[src/rtl/bsg_mem_1rw_sync_req_ctrl_pkg.sv]
// bsg_mem_1rw_sync_req_ctrl_pkg: state encoding and width helper for the 1rw sync RAM request controller
package bsg_mem_1rw_sync_req_ctrl_pkg;
   typedef logic [0:0] state_t;
   localparam state_t eInit  = 1'b0;
   localparam state_t eReady = 1'b1;
   function automatic int safe_clog2(input int n);
      return (n > 1) ? $clog2(n) : 1;
   endfunction
endpackage

[src/rtl/bsg_mem_1rw_sync_req_ctrl_if.sv]
// bsg_mem_1rw_sync_req_ctrl_if: client-facing ready/valid request and valid/yumi response bundle
interface bsg_mem_1rw_sync_req_ctrl_if #(
   parameter int width_p      = 8,
   parameter int addr_width_p = 4
);
   logic                    v_i;
   logic                    w_i;
   logic [addr_width_p-1:0] addr_i;
   logic [width_p-1:0]      data_i;
   logic                    ready_o;
   logic                    v_o;
   logic [width_p-1:0]      data_o;
   logic                    yumi_i;
   modport master (output v_i, w_i, addr_i, data_i, yumi_i, input ready_o, v_o, data_o);
   modport slave  (input v_i, w_i, addr_i, data_i, yumi_i, output ready_o, v_o, data_o);
endinterface

[src/rtl/bsg_mem_1rw_sync_req_ctrl_fifo.sv]
// bsg_fifo_1r1w_small: small circular FIFO, ready/valid in, valid/yumi out, exposes occupancy
module bsg_fifo_1r1w_small #(
   parameter int  width_p  = 8,
   parameter int  els_p    = 3,
   localparam int ptr_w_lp = (els_p > 1) ? $clog2(els_p) : 1,
   localparam int cnt_w_lp = $clog2(els_p + 1)
) (
   input  logic                clk_i,
   input  logic                reset_i,
   input  logic                v_i,
   output logic                ready_o,
   input  logic [width_p-1:0]  data_i,
   output logic                v_o,
   output logic [width_p-1:0]  data_o,
   input  logic                yumi_i,
   output logic [cnt_w_lp-1:0] count_o
);
   logic [width_p-1:0]  mem_r [els_p];
   logic [ptr_w_lp-1:0] rptr_r, wptr_r;
   logic [cnt_w_lp-1:0] cnt_r;
   logic                push, pop;
   function automatic logic [ptr_w_lp-1:0] nxt(input logic [ptr_w_lp-1:0] p);
      return (p == ptr_w_lp'(els_p - 1)) ? '0 : p + ptr_w_lp'(1);
   endfunction
   assign ready_o = cnt_r != cnt_w_lp'(els_p);
   assign v_o     = cnt_r != '0;
   assign push    = v_i & ready_o;
   assign pop     = yumi_i & v_o;
   assign data_o  = mem_r[rptr_r];
   assign count_o = cnt_r;
   always_ff @(posedge clk_i) begin
      if (reset_i) begin
         rptr_r <= '0;
         wptr_r <= '0;
         cnt_r  <= '0;
      end else begin
         if (push) begin
            mem_r[wptr_r] <= data_i;
            wptr_r        <= nxt(wptr_r);
         end
         if (pop) rptr_r <= nxt(rptr_r);
         cnt_r <= cnt_r + cnt_w_lp'(push) - cnt_w_lp'(pop);
         assert (!(v_i && !ready_o)) else $error("push into full response buffer");
         assert (!(yumi_i && !v_o)) else $error("pop from empty response buffer");
      end
   end
endmodule

[src/rtl/bsg_mem_1rw_sync_req_ctrl.sv]
// bsg_mem_1rw_sync_req_ctrl: drives a 1rw sync RAM from a request stream, buffers read responses
// against backpressure, and optionally zero-fills the RAM after reset.
module bsg_mem_1rw_sync_req_ctrl
   import bsg_mem_1rw_sync_req_ctrl_pkg::*;
#(
   parameter int  width_p       = 8,
   parameter int  els_p         = 16,
   parameter int  resp_els_p    = 3,
   parameter bit  init_p        = 1'b1,
   localparam int addr_width_lp = safe_clog2(els_p),
   localparam int cnt_w_lp      = $clog2(resp_els_p + 1)
) (
   input  logic                     clk_i,
   input  logic                     reset_i,
   bsg_mem_1rw_sync_req_ctrl_if.slave req,
   output logic                     mem_v_o,
   output logic                     mem_w_o,
   output logic [addr_width_lp-1:0] mem_addr_o,
   output logic [width_p-1:0]       mem_data_o,
   input  logic [width_p-1:0]       mem_data_i,
   output logic                     init_done_o
);
   state_t                   state_r;
   logic [addr_width_lp-1:0] cnt_r;
   logic                     inflight_r;
   logic                     in_init, in_ready, credit_ok, ready, accept, last;
   logic                     fifo_ready, fifo_v;
   logic [cnt_w_lp-1:0]      count;
   // Outputs are gated by reset so the reset cycle is quiet regardless of the stale state.
   assign in_init     = ~reset_i & (state_r == eInit);
   assign in_ready    = ~reset_i & (state_r == eReady);
   assign last        = cnt_r == addr_width_lp'(els_p - 1);
   assign credit_ok   = (int'(count) + int'(inflight_r)) < resp_els_p;
   assign ready       = in_ready & (req.w_i | credit_ok);
   assign accept      = req.v_i & ready;
   assign req.ready_o = ready;
   assign req.v_o     = fifo_v & ~reset_i;
   assign init_done_o = in_ready;
   assign mem_v_o     = in_init | accept;
   assign mem_w_o     = in_init | req.w_i;
   assign mem_addr_o  = in_init ? cnt_r : req.addr_i;
   assign mem_data_o  = in_init ? '0 : req.data_i;
   bsg_fifo_1r1w_small #(.width_p(width_p), .els_p(resp_els_p)) resp_fifo (
      .clk_i   (clk_i),
      .reset_i (reset_i),
      .v_i     (inflight_r),
      .ready_o (fifo_ready),
      .data_i  (mem_data_i),
      .v_o     (fifo_v),
      .data_o  (req.data_o),
      .yumi_i  (req.yumi_i),
      .count_o (count)
   );
   always_ff @(posedge clk_i) begin
      if (reset_i) begin
         state_r    <= init_p ? eInit : eReady;
         cnt_r      <= '0;
         inflight_r <= 1'b0;
      end else begin
         inflight_r <= accept & ~req.w_i;
         if (in_init) begin
            cnt_r <= last ? cnt_r : cnt_r + addr_width_lp'(1);
            if (last) state_r <= eReady;
         end
         assert (!(req.yumi_i && !req.v_o)) else $error("yumi_i asserted with no response valid");
         assert (!(inflight_r && !fifo_ready)) else $error("read response arrived with buffer full");
      end
   end
endmodule

[src/flat_wrapper.sv]
// flat-port wrapper written by rule: the top's interface ports become plain ports
module bsg_mem_1rw_sync_req_ctrl_flat import bsg_mem_1rw_sync_req_ctrl_pkg::*;
#(
   parameter int  width_p       = 8,
   parameter int  els_p         = 16,
   parameter int  resp_els_p    = 3,
   parameter bit  init_p        = 1'b1,
   localparam int addr_width_lp = safe_clog2(els_p),
   localparam int cnt_w_lp      = $clog2(resp_els_p + 1)
)
  (clk_i, reset_i, mem_v_o, mem_w_o, mem_addr_o, mem_data_o, mem_data_i, init_done_o, req_v_i, req_w_i, req_addr_i, req_data_i, req_yumi_i, req_ready_o, req_v_o, req_data_o);
  bsg_mem_1rw_sync_req_ctrl_if #(.width_p(width_p), .addr_width_p(4)) req_i ();
  input  logic clk_i;
  input  logic reset_i;
  output logic mem_v_o;
  output logic mem_w_o;
  output logic [addr_width_lp-1:0] mem_addr_o;
  output logic [width_p-1:0] mem_data_o;
  input  logic [width_p-1:0] mem_data_i;
  output logic init_done_o;
  input wire logic [$bits(req_i.v_i)-1:0] req_v_i;
  input wire logic [$bits(req_i.w_i)-1:0] req_w_i;
  input wire logic [$bits(req_i.addr_i)-1:0] req_addr_i;
  input wire logic [$bits(req_i.data_i)-1:0] req_data_i;
  input wire logic [$bits(req_i.yumi_i)-1:0] req_yumi_i;
  output wire logic [$bits(req_i.ready_o)-1:0] req_ready_o;
  output wire logic [$bits(req_i.v_o)-1:0] req_v_o;
  output wire logic [$bits(req_i.data_o)-1:0] req_data_o;
  assign req_i.v_i = req_v_i;
  assign req_i.w_i = req_w_i;
  assign req_i.addr_i = req_addr_i;
  assign req_i.data_i = req_data_i;
  assign req_i.yumi_i = req_yumi_i;
  assign req_ready_o = req_i.ready_o;
  assign req_v_o = req_i.v_o;
  assign req_data_o = req_i.data_o;
  bsg_mem_1rw_sync_req_ctrl #(.width_p(width_p), .els_p(els_p), .resp_els_p(resp_els_p), .init_p(init_p)) u_core (.clk_i(clk_i), .reset_i(reset_i), .req(req_i), .mem_v_o(mem_v_o), .mem_w_o(mem_w_o), .mem_addr_o(mem_addr_o), .mem_data_o(mem_data_o), .mem_data_i(mem_data_i), .init_done_o(init_done_o));
endmodule
[config.mk]
export PLATFORM = sky130hd
export DESIGN_NAME = bsg_mem_1rw_sync_req_ctrl_flat
export DESIGN_NICKNAME = d
export VERILOG_FILES = /design/src/rtl/bsg_mem_1rw_sync_req_ctrl_pkg.sv /design/src/rtl/bsg_mem_1rw_sync_req_ctrl_if.sv /design/src/rtl/bsg_mem_1rw_sync_req_ctrl_fifo.sv /design/src/rtl/bsg_mem_1rw_sync_req_ctrl.sv /design/src/flat_wrapper.sv
export SDC_FILE = /design/constraint.sdc
export NUM_CORES = 1
export LEC_CHECK = 0
export CAP_MARGIN = 20
export CORE_MARGIN = 2
export CORE_UTILIZATION = 46
export DETAILED_ROUTE_END_ITERATION = 6
export PLACE_DENSITY = 0.86
export REMOVE_ABC_BUFFERS = 1
export SYNTH_ARGS = -nofsm -noshare
export SYNTH_HDL_FRONTEND = slang
export SYNTH_SLANG_ARGS = --single-unit
[constraint.sdc]
create_clock -name clk_i -period 2.6 [get_ports clk_i]
set_clock_uncertainty 0.2 [all_clocks]
set_input_delay 0.26 -clock clk_i [delete_from_list [all_inputs] [get_ports clk_i]]
set_output_delay 0.26 -clock clk_i [all_outputs]
set_load 0.02 [all_outputs]
==> impl_results.md, run 1 <==
* TNS Setup at 0 ns
* CP Buf/Inv Count at 2
* PortBufs at 49
* VDD IR-drop max at approximately 0.00036 V
* Vias in the first global route at 1,214
* Antenna cells at 0
* CP startpoint kind: input pin
* Critical path class: in -> out
* Yosys reg bits at 38
* Final #Nets at ~220
* Slowest-stage cell, CP: clkdlybuf4s50_1
* Chip height at approximately 64 um
* Initial antenna violation count at 0
* Synthesis-to-layout area growth at 39.5%
* Fin. max-slew vios at 0
* Most frequent CP cell: clkdlybuf4s50_1
* CTS clk-pin slew, worst paths at ~0.11 ns
* Worst endpoint required time at about 2.1 ns
* Final min period at roughly 2.5 ns
* Max Fclk at around 0.41 GHz
* Fill count at around 250
* Num CTS Buffers at 5
* Hold buffer count at CTS at 0
* Multi-input logic area at approximately 610 um2
* DPL Wire Length at about 2400 um
* Post-Syn Area per Cell at 12.5 um2
* Fin cells at roughly 230
* Wire per inst at about 13 um
* # clock sinks at 38
* Final hold vios at 0
* Synth area leaders: edfxtp_1 44%, dfxtp_1 17%, mux2i_1 6.0%
* Netlist cell types at 36
* Static Leak at roughly 0.84 nW
* Total Power at between 1 and 1.5 mW
* Unrepaired setup endpoints after global routing: false
* Number of routed nets with antenna violations at 0
* CTS tree: built
* Critical path's top delay family: buffers and inverters
* Least-Margin Pin Slew at about 0.48 ns
* Rows at 21
* Post-synth top area share at between 40% and 50%
* Max-Cap Viols at 0
* Gr usage total at between 15 and 20%
* Via count at roughly 1,200
* Largest net degree at the start of global routing at 17
* WP data arrival at ~2.0 ns
* Crit path largest cell delay at about 0.54 ns
* PwrDens at 603 nW/um2
* Layout cells sized above 1 at roughly 13%
* Status: completed
* Clock Tree Buf Depth at 2
* Worst setup EP type: primary output
* Syn Inst Count at 132
* Clk Latency, worst-skew pair at roughly 0.33 ns
* Crit share post-route at a little over nine tenths
* Root Buffer: clkbuf_4
* Yosys top cell by area: edfxtp_1
* R2R cell count at 8
* Slew margin rel. at 67.9%
* DRT Wirelength at 3110 um
* Reg2reg setup slack at between 0.6 and 0.7 ns
* Seq/Total Area, Yosys at 60.5%
* Final setup viols at 0
* First-pass GRT wire length at ~5200 um
* Via density at between 4 and 5
* Starting Density at about half
* FF+latch area at between 1000 and 1500 um2
* Post-Place Cells at approximately 230
* Hold depth at 2
* Worst Path Max Fanout at 13
* Core footprint at roughly 3400 um2
* Total gr overflow at 0
* H-tree levels at 2
* Number of remaining DRC errors at 0
* Core Util, Final at between 60% and 70%
* I/O pin cnt at 50
* Yosys warns at 0
* First drt pass iteration count at 4
* GP Congestion at 0.685
* Die Area at about 4100 um2
* DIE WIDTH at 64.0 um
* HP Class: reg -> reg
* Initial drt markers at 35
* WHS at between 0.3 and 0.4 ns
* Post-Syn Area at roughly 1700 um2
* Crit. path cell count at 4
* Worst-path cell chain: clkdlybuf4s50_1, nor2_4, mux2_2, clkdlybuf4s50_1
-- registers in the layout (all words and copies together), names as in the netlist, named ones only --
name                      cells
u_core.resp_fifo.mem_r       24
u_core.resp_fifo.wptr_r       2
u_core.resp_fifo.rptr_r       2
u_core.inflight_r             1
u_core.cnt_r                  4
u_core.state_r                1
u_core.resp_fifo.count_o      2
-- cell usage after synthesis, drive strengths merged --
cell type / n
a21oi: 4
nand2b: 1
o21a: 1
and2b: 1
inv: 6
clkbuf: 2
edfxtp: 24
nor3: 3
nand2: 9
nand4b: 1
a21boi: 1
nand3b: 1
nor2b: 10
mux2: 4
xor2: 1
a211oi: 1
o21ai: 10
ha: 5
nor4b: 2
dfxtp: 14
xnor2: 1
or2: 1
mux2i: 10
and4bb: 1
a31o: 1
and2: 1
or3: 1
o211ai: 1
buf: 3
nor2: 10
a31oi: 1
-- layout make-up --
cell class,count,area share [%]
sequential,38,43.3
multi-input combinational,83,26.4
timing repair buffer,53,22.4
clock inverter,3,2.76
tap,46,2.49
clock buffer,5,1.63
inverter,6,0.975
-- logic make-up after synthesis --
group / synth area share (%)
adders and majority gates: 3.78
and+or+nand+nor: 15.2
buffers and inverters: 3.10
xor gates and xnor gates: 1.06
muxes: 8.99
AOI/OAI and AO/OA: 7.41
DFF: 60.5
-- layer usage --
metal  global-route usage, %  part of all wire, %  wire length [um]
met1                    16.5                   40              1240
met2                    30.5                   52              1620
met3                    5.63                  6.3               196
met4                    7.34                  1.7                52
met5                       0                    0                 0
-- path summary, 6_finish.rpt --
path | start | end
setup / recovery | reset_i | mem_addr_o[3]
hold / removal | u_core.resp_fifo.rptr_r[0]$_SDFFE_PP0P_ | u_core.resp_fifo.rptr_r[0]$_SDFFE_PP0P_
setup reg to reg | u_core.resp_fifo.count_o[1]$_SDFF_PP0_ | u_core.resp_fifo.count_o[1]$_SDFF_PP0_
hold reg to reg | u_core.resp_fifo.rptr_r[0]$_SDFFE_PP0P_ | u_core.resp_fifo.rptr_r[0]$_SDFFE_PP0P_
-- through the flow --
stage               worst slack (ns)  instance area, um2
detailed placement             0.125                2210
finish                         0.132                2310
CTS                            0.120                2310
global route                  0.0545                2310
global placement               0.150                2210
floorplan                      0.442                1630
-- power by group --
group,switching (mW),internal (mW)
sequential,0.0317,0.657
clock,0.177,0.296
combinational,0.0999,0.132
-- cell usage in the layout (no fill, tap or decap), types with 2 or more instances in the layout --
| cell type | Yosys | final |
|---|---|---|
| a21oi_1 | 4 | 4 |
| buf_4 | 0 | 4 |
| bufinv_16 | 0 | 2 |
| clkbuf_4 | 0 | 5 |
| clkdlybuf4s50_1 | 0 | 47 |
| dfxtp_1 | 14 | 14 |
| dlygate4sd2_1 | 0 | 2 |
| edfxtp_1 | 24 | 24 |
| ha_1 | 5 | 5 |
| inv_1 | 6 | 6 |
| mux2_2 | 3 | 3 |
| mux2i_1 | 10 | 10 |
| nand2_1 | 9 | 9 |
| nor2_1 | 9 | 9 |
| nor2b_1 | 10 | 10 |
| nor3_1 | 3 | 3 |
| o21ai_0 | 9 | 9 |
-- repair_timing --
action,in CTS,in global routing
buffers inserted,0,0
gates resized for setup,2,0
hold endpoints to repair,0,0
endpoints found under the setup margin,2,0
-- tightest hold or removal path: stages, from the launching register on --
cell     delay [ns]
dfxtp_1        0.34
nand2_1        0.06
a21oi_1        0.07
Power figures use the tool's default switching activity.
==> inputs of run 2 (changes only) <==
PLACE_DENSITY = 0.8   (was 0.86)
==> impl_results.md, run 2 (synthesis results as in run 1) <==
* Status: completed
* Clk Latency, worst-skew pair at 0.33 ns (about the same)
* Clock Tree Buf Depth at 2 (unchanged)
* Wire per inst at 13.6 um (+2.7%)
* PortBufs at 49 (unchanged)
* Final setup viols at 0 (unchanged)
* VDD IR-drop max at 0.000371 V (+3.7%)
* Least-Margin Pin Slew at 0.506 ns (+0.0249 ns)
* Biggest regs: u_core.resp_fifo.mem_r (24), u_core.cnt_r (4)
* Unrepaired setup endpoints after global routing: false
* Vias in the first global route at 1,221 (+0.58%)
* Worst endpoint required time at 2.14 ns (about the same)
* GP Congestion at 0.754 (+10%)
* Most frequent cells in the layout: 47 x clkdlybuf4s50_1, 24 x edfxtp_1, 13 x dfxtp_1, 10 x mux2i_1, 10 x nor2b_1
* CTS clk-pin slew, worst paths at 0.10 ns (about the same)
* Worst-path cell chain: mux2i_1, o21ai_0, clkdlybuf4s50_1
* DIE WIDTH at 64.0 um (unchanged)
* Final min period at 2.42 ns (-0.0436 ns)
* Chip height at 64.0 um (unchanged)
* First-pass GRT wire length at 5330 um (+2.9%)
* Slew margin rel. at 66.2% (-1.7 points)
* WP data arrival at 1.96 ns (-0.05 ns)
* Die Area at 4090 um2 (unchanged)
* I/O pin cnt at 50 (unchanged)
* Most common cell after layout, fill and taps aside: clkdlybuf4s50_1
* Largest net degree at the start of global routing at 17 (unchanged)
* TNS Setup at 0 ns (unchanged)
* Total Power at 1.20 mW (-14%)
* Layout cells sized above 1 at 13.2% (+0.46 points)
* DRT Wirelength at 3200 um (+3.1%)
* Initial antenna violation count at 0 (unchanged)
* Number of routed nets with antenna violations at 0 (unchanged)
* Gr usage total at 17.1% (+0.64 points)
* Slowest-stage cell, CP: dfxtp_1
* Final #Nets at 218 (+0.46%)
* Synthesis-to-layout area growth at 37.2%
* DPL Wire Length at 2480 um (+4.0%)
* Max-Cap Viols at 0 (unchanged)
* Via density at 5.01 (+1.6%)
* First drt pass iteration count at 5 (+1)
* CP startpoint kind: register
* Post-Place Cells at 227 (+0.44%)
* Max Fclk at 0.412 GHz (+1.8%)
* Core footprint at 3390 um2 (unchanged)
* Final hold vios at 0 (unchanged)
* Num CTS Buffers at 5 (unchanged)
* HP Class: reg -> reg
* Fin. max-slew vios at 0 (unchanged)
* CTS tree: built
* Worst Path Max Fanout at 8 (-5)
* Static Leak at 0.836 nW (-0.48%)
* Number of remaining DRC errors at 0 (unchanged)
* Via count at 1,177 (+2.1%)
* # clock sinks at 38 (unchanged)
* Largest Register: u_core.resp_fifo.mem_r
* Critical path class: reg -> out
* Crit share post-route at 93.3% (-1.7 points)
* H-tree levels at 2 (unchanged)
* Worst setup EP type: primary output
* Starting Density at 48.8% (unchanged)
* Fin cells at 235 (+0.43%)
* Total gr overflow at 0 (unchanged)
* Initial drt markers at 33 (-5.7%)
* Root Buffer: clkbuf_4
* Crit path largest cell delay at 0.65 ns (+0.11 ns)
* Antenna cells at 0 (unchanged)
* Hold buffer count at CTS at 0 (unchanged)
* Max FFs per register at 24 (unchanged)
* Rows at 21 (unchanged)
* PwrDens at 528 nW/um2 (-13%)
## run 2: metrics by stage
step	worst slack, ns	util [%]	hold WS (ns)	instance area (um2)
final	0.175	67.0	0.292	2270
after global routing	0.0659	67.0	0.328	2270
after CTS	0.0161	66.9	0.294	2270
after detailed placement	0.203	65.4	0.278	2220
after global placement	0.228	65.4	0.266	2220
after floorplan	0.442	-	0.129	1630
## run 2: worst max-delay path, delay by kind of cell, from the launching register on
family | cells | cell delay [ns]
buf+inv | 1 | 0.64
compound gates | 1 | 0.22
flops | 1 | 0.65
mux | 1 | 0.13
## run 2: final cells by class
cell class                 instances  area [um2]
sequential                        38        1000
multi-input combinational         83         609
clock buffer                       6        41.3
timing repair buffer              54         529
inverter                           6        22.5
tap                               46        57.6
clock inverter                     2        8.76
fill                             257        1120
## run 2: metal layers
layer / global-route usage [%] / vias up / part of all wire (%)
met1: 17.2 / 550 / 39
met5: 0 / - / 0
li1: - / 581 / -
met3: 6.34 / 6 / 6.4
met2: 32.6 / 40 / 53
met4: 4.89 / 0 / 1.6
## run 2: final timing paths
| check | start | endpoint | slack, ns | cells after the start |
|---|---|---|---|---|
| max reg2reg | u_core.resp_fifo.count_o[1]$_SDFF_PP0_ | u_core.resp_fifo.count_o[1]$_SDFF_PP0_ | 0.69 | 8 |
| max | register | req_data_o[3] | 0.18 | 3 |
| min | u_core.resp_fifo.rptr_r[0]$_SDFFE_PP0P_ | u_core.resp_fifo.rptr_r[0]$_SDFFE_PP0P_ | 0.29 | 2 |
| min reg2reg | u_core.resp_fifo.rptr_r[0]$_SDFFE_PP0P_ | u_core.resp_fifo.rptr_r[0]$_SDFFE_PP0P_ | 0.29 | 2 |
## run 2: power by group
part	internal, mW	switching, mW	leakage (nW)	total (mW)
sequential	0.658	0.0331	0.330	0.691
combinational	0.132	0.100	0.477	0.233
clock	0.102	0.174	0.0297	0.275
total	0.892	0.307	0.836	1.20
## run 2: what timing repair did
item	4_1_cts	5_1_grt
hold endpoints to repair	0	0
endpoints found under the setup margin	1	1
gates resized for setup	1	2
buffers inserted	0	0
==> inputs of run 3 (changes only) <==
ABC_CLOCK_PERIOD_IN_PS = 2600   (was not set)
CELL_PAD_IN_SITES_DETAIL_PLACEMENT = 1   (was not set)
CELL_PAD_IN_SITES_GLOBAL_PLACEMENT = 1   (was not set)
CORE_UTILIZATION = 36   (was 46)
PLACE_DENSITY = 0.79   (was 0.8)
SLEW_MARGIN = 10   (was not set)
==> impl_results.md, run 3 (synthesis results as in run 1) <==
* Worst Path Max Fanout at 5 (-3)
* Biggest regs: u_core.resp_fifo.mem_r (24), u_core.cnt_r (4)
* Largest Register: u_core.resp_fifo.mem_r
* # clock sinks at 38 (unchanged)
* I/O pin cnt at 50 (unchanged)
* Fin cells at 241 (+2.6%)
* VDD IR-drop max at 0.000252 V (-32%)
* GP Congestion at 0.674 (-11%)
* Via density at 5.00 (-0.25%)
* Fin. max-slew vios at 0 (unchanged)
* Slew margin rel. at 66.7% (+0.47 points)
* PortBufs at 49 (unchanged)
* Worst setup EP type: primary output
* Crit share post-route at 95.5% (+2.3 points)
* Num CTS Buffers at 5 (unchanged)
* First-pass GRT wire length at 6070 um (+14%)
* Rows at 24 (+14%)
* Number of routed nets with antenna violations at 0 (unchanged)
* Root Buffer: clkbuf_8
* DIE WIDTH at 71.8 um (+12%)
* Most common cell after layout, fill and taps aside: clkdlybuf4s50_1
* HP Class: reg -> reg
* Max Fclk at 0.403 GHz (-2.4%)
* Final setup margin at 0.116 ns (-0.0589 ns)
* Clk Latency, worst-skew pair at 0.29 ns (-0.04 ns)
* Chip height at 71.8 um (+12%)
* Initial drt markers at 60 (+82%)
* CTS clk-pin slew, worst paths at 0.08 ns (-0.02 ns)
* DRT Wirelength at 3840 um (+20%)
* Max-Cap Viols at 0 (unchanged)
* Reg2reg setup slack at 0.61 ns (-0.08 ns)
* PwrDens at 652 nW/um2 (+24%)
* Core footprint at 4380 um2 (+29%)
* CP Buf/Inv Count at 1 (unchanged)
* H-tree levels at 2 (unchanged)
* CP startpoint kind: register
* DPL Wire Length at 2900 um (+17%)
* Setup WS pre-CTS at 0.177 ns (-0.0261 ns)
* Wire per inst at 15.9 um (+17%)
* Status: completed
* Hold buffer count at CTS at 0 (unchanged)
* Synthesis-to-layout area growth at 43.1%
* Worst endpoint required time at 2.14 ns (about the same)
* Antenna cells at 0 (unchanged)
* Critical path's top delay family: buffers and inverters
* Slowest-stage cell, CP: clkdlybuf4s50_1
* First drt pass iteration count at 4 (-1)
* Max FFs per register at 24 (unchanged)
* Number of remaining DRC errors at 0 (unchanged)
* CTS tree: built
* Fill count at 459 (+79%)
* Worst-path cell chain: ha_1, ha_1, a21oi_1, o21a_1, clkdlybuf4s50_1
* Static Leak at 0.859 nW (+2.7%)
* Core Util, Final at 54.0% (-13 points)
* Starting Density at 37.8% (-11 points)
* Gr usage total at 15.6% (-1.5 points)
* Total gr overflow at 0 (unchanged)
* Vias in the first global route at 1,312 (+7.5%)
* Total Power at 1.54 mW (+29%)
* Total setup buffers inserted after CTS at 0 (unchanged)
* Initial antenna violation count at 0 (unchanged)
* Largest net degree at the start of global routing at 17 (unchanged)
* Unrepaired setup endpoints after global routing: false
* Final #Nets at 218 (unchanged)
* Most frequent cells in the layout: 48 x clkdlybuf4s50_1, 24 x edfxtp_1, 13 x dfxtp_1, 10 x mux2i_1, 10 x nor2b_1
* Clock Tree Buf Depth at 2 (unchanged)
* Via count at 1,204 (+2.3%)
* Post-Place Cells at 233 (+2.6%)
* TNS Setup at 0 ns (unchanged)
* Crit path largest cell delay at 0.60 ns (-0.05 ns)
* WP data arrival at 2.02 ns (+0.06 ns)
* Die Area at 5160 um2 (+26%)
* Most frequent CP cell: ha_1
* Layout cells sized above 1 at 14.3% (+1.1 points)
* Least-Margin Pin Slew at 0.499 ns (-0.00709 ns)
* Critical path class: reg -> out
* Final min period at 2.48 ns (+0.0589 ns)
* Final setup viols at 0 (unchanged)
* Final hold vios at 0 (unchanged)
==> run 3: changes by cell type in the layout (fill, tap and decap cells not counted), sizes merged <==
cell	change
bufinv	+2
clkdlybuf4s50	+1
clkinv	-2
dlymetal6s2s	-1
==> run 3: report_power, final <==
| part | internal (mW) | switching [mW] |
|---|---|---|
| Sequential | 0.658 | 0.0332 |
| Clock | 0.409 | 0.207 |
| Combinational | 0.133 | 0.104 |
==> run 3: worst reg2reg max path: stages (launching register included) <==
cell and delay [ns]:
dfxtp_1 0.38, a21boi_2 0.25, inv_1 0.13, ha_1 0.29
inv_1 0.04, ha_1 0.18, xor2_1 0.15, and2_1 0.16
nor3_1 0.13
==> run 3: stage by stage <==
step,hold slack [ns],area [um2]
2_1_floorplan,0.129,1630
3_3_place_gp,0.261,2230
3_5_place_dp,0.282,2230
4_1_cts,0.300,2370
5_1_grt,0.351,2370
6_report,0.292,2370
==> run 3: area by class of cell <==
class                   count  area, um2  area share, %
clock buffers               6       82.6           3.49
clock inverters             2       60.1           2.54
inverters                   6       22.5          0.951
multi-input cells          83        609           25.7
flip-flops and latches     38       1000           42.3
well taps                  52       65.1           2.75
repair buffers             54        527           22.2
==> run 3: path summary, 6_finish.rpt <==
path                                           start                                      end  cells after the start
max           u_core.resp_fifo.count_o[0]$_SDFF_PP0_                              req_ready_o                      5
min          u_core.resp_fifo.rptr_r[0]$_SDFFE_PP0P_  u_core.resp_fifo.rptr_r[0]$_SDFFE_PP0P_                      2
max reg2reg   u_core.resp_fifo.count_o[1]$_SDFF_PP0_   u_core.resp_fifo.count_o[1]$_SDFF_PP0_                      8
min reg2reg  u_core.resp_fifo.rptr_r[0]$_SDFFE_PP0P_  u_core.resp_fifo.rptr_r[0]$_SDFFE_PP0P_                      2
==> run 3: metal layers <==
| metal | up-vias | track usage (%) | wire [um] |
|---|---|---|---|
| met5 | - | 0 | 0 |
| met4 | 0 | 5.87 | 56 |
| met3 | 7 | 4.36 | 193 |
| met2 | 35 | 29.7 | 2100 |
| met1 | 584 | 16.0 | 1490 |
| li1 | 578 | - | - |
==> run 3: repair_timing <==
action / 4_1_cts / 5_1_grt
setup endpoints to repair: 1 / 1
resized for setup: 1 / 1
pin swaps: 0 / 0
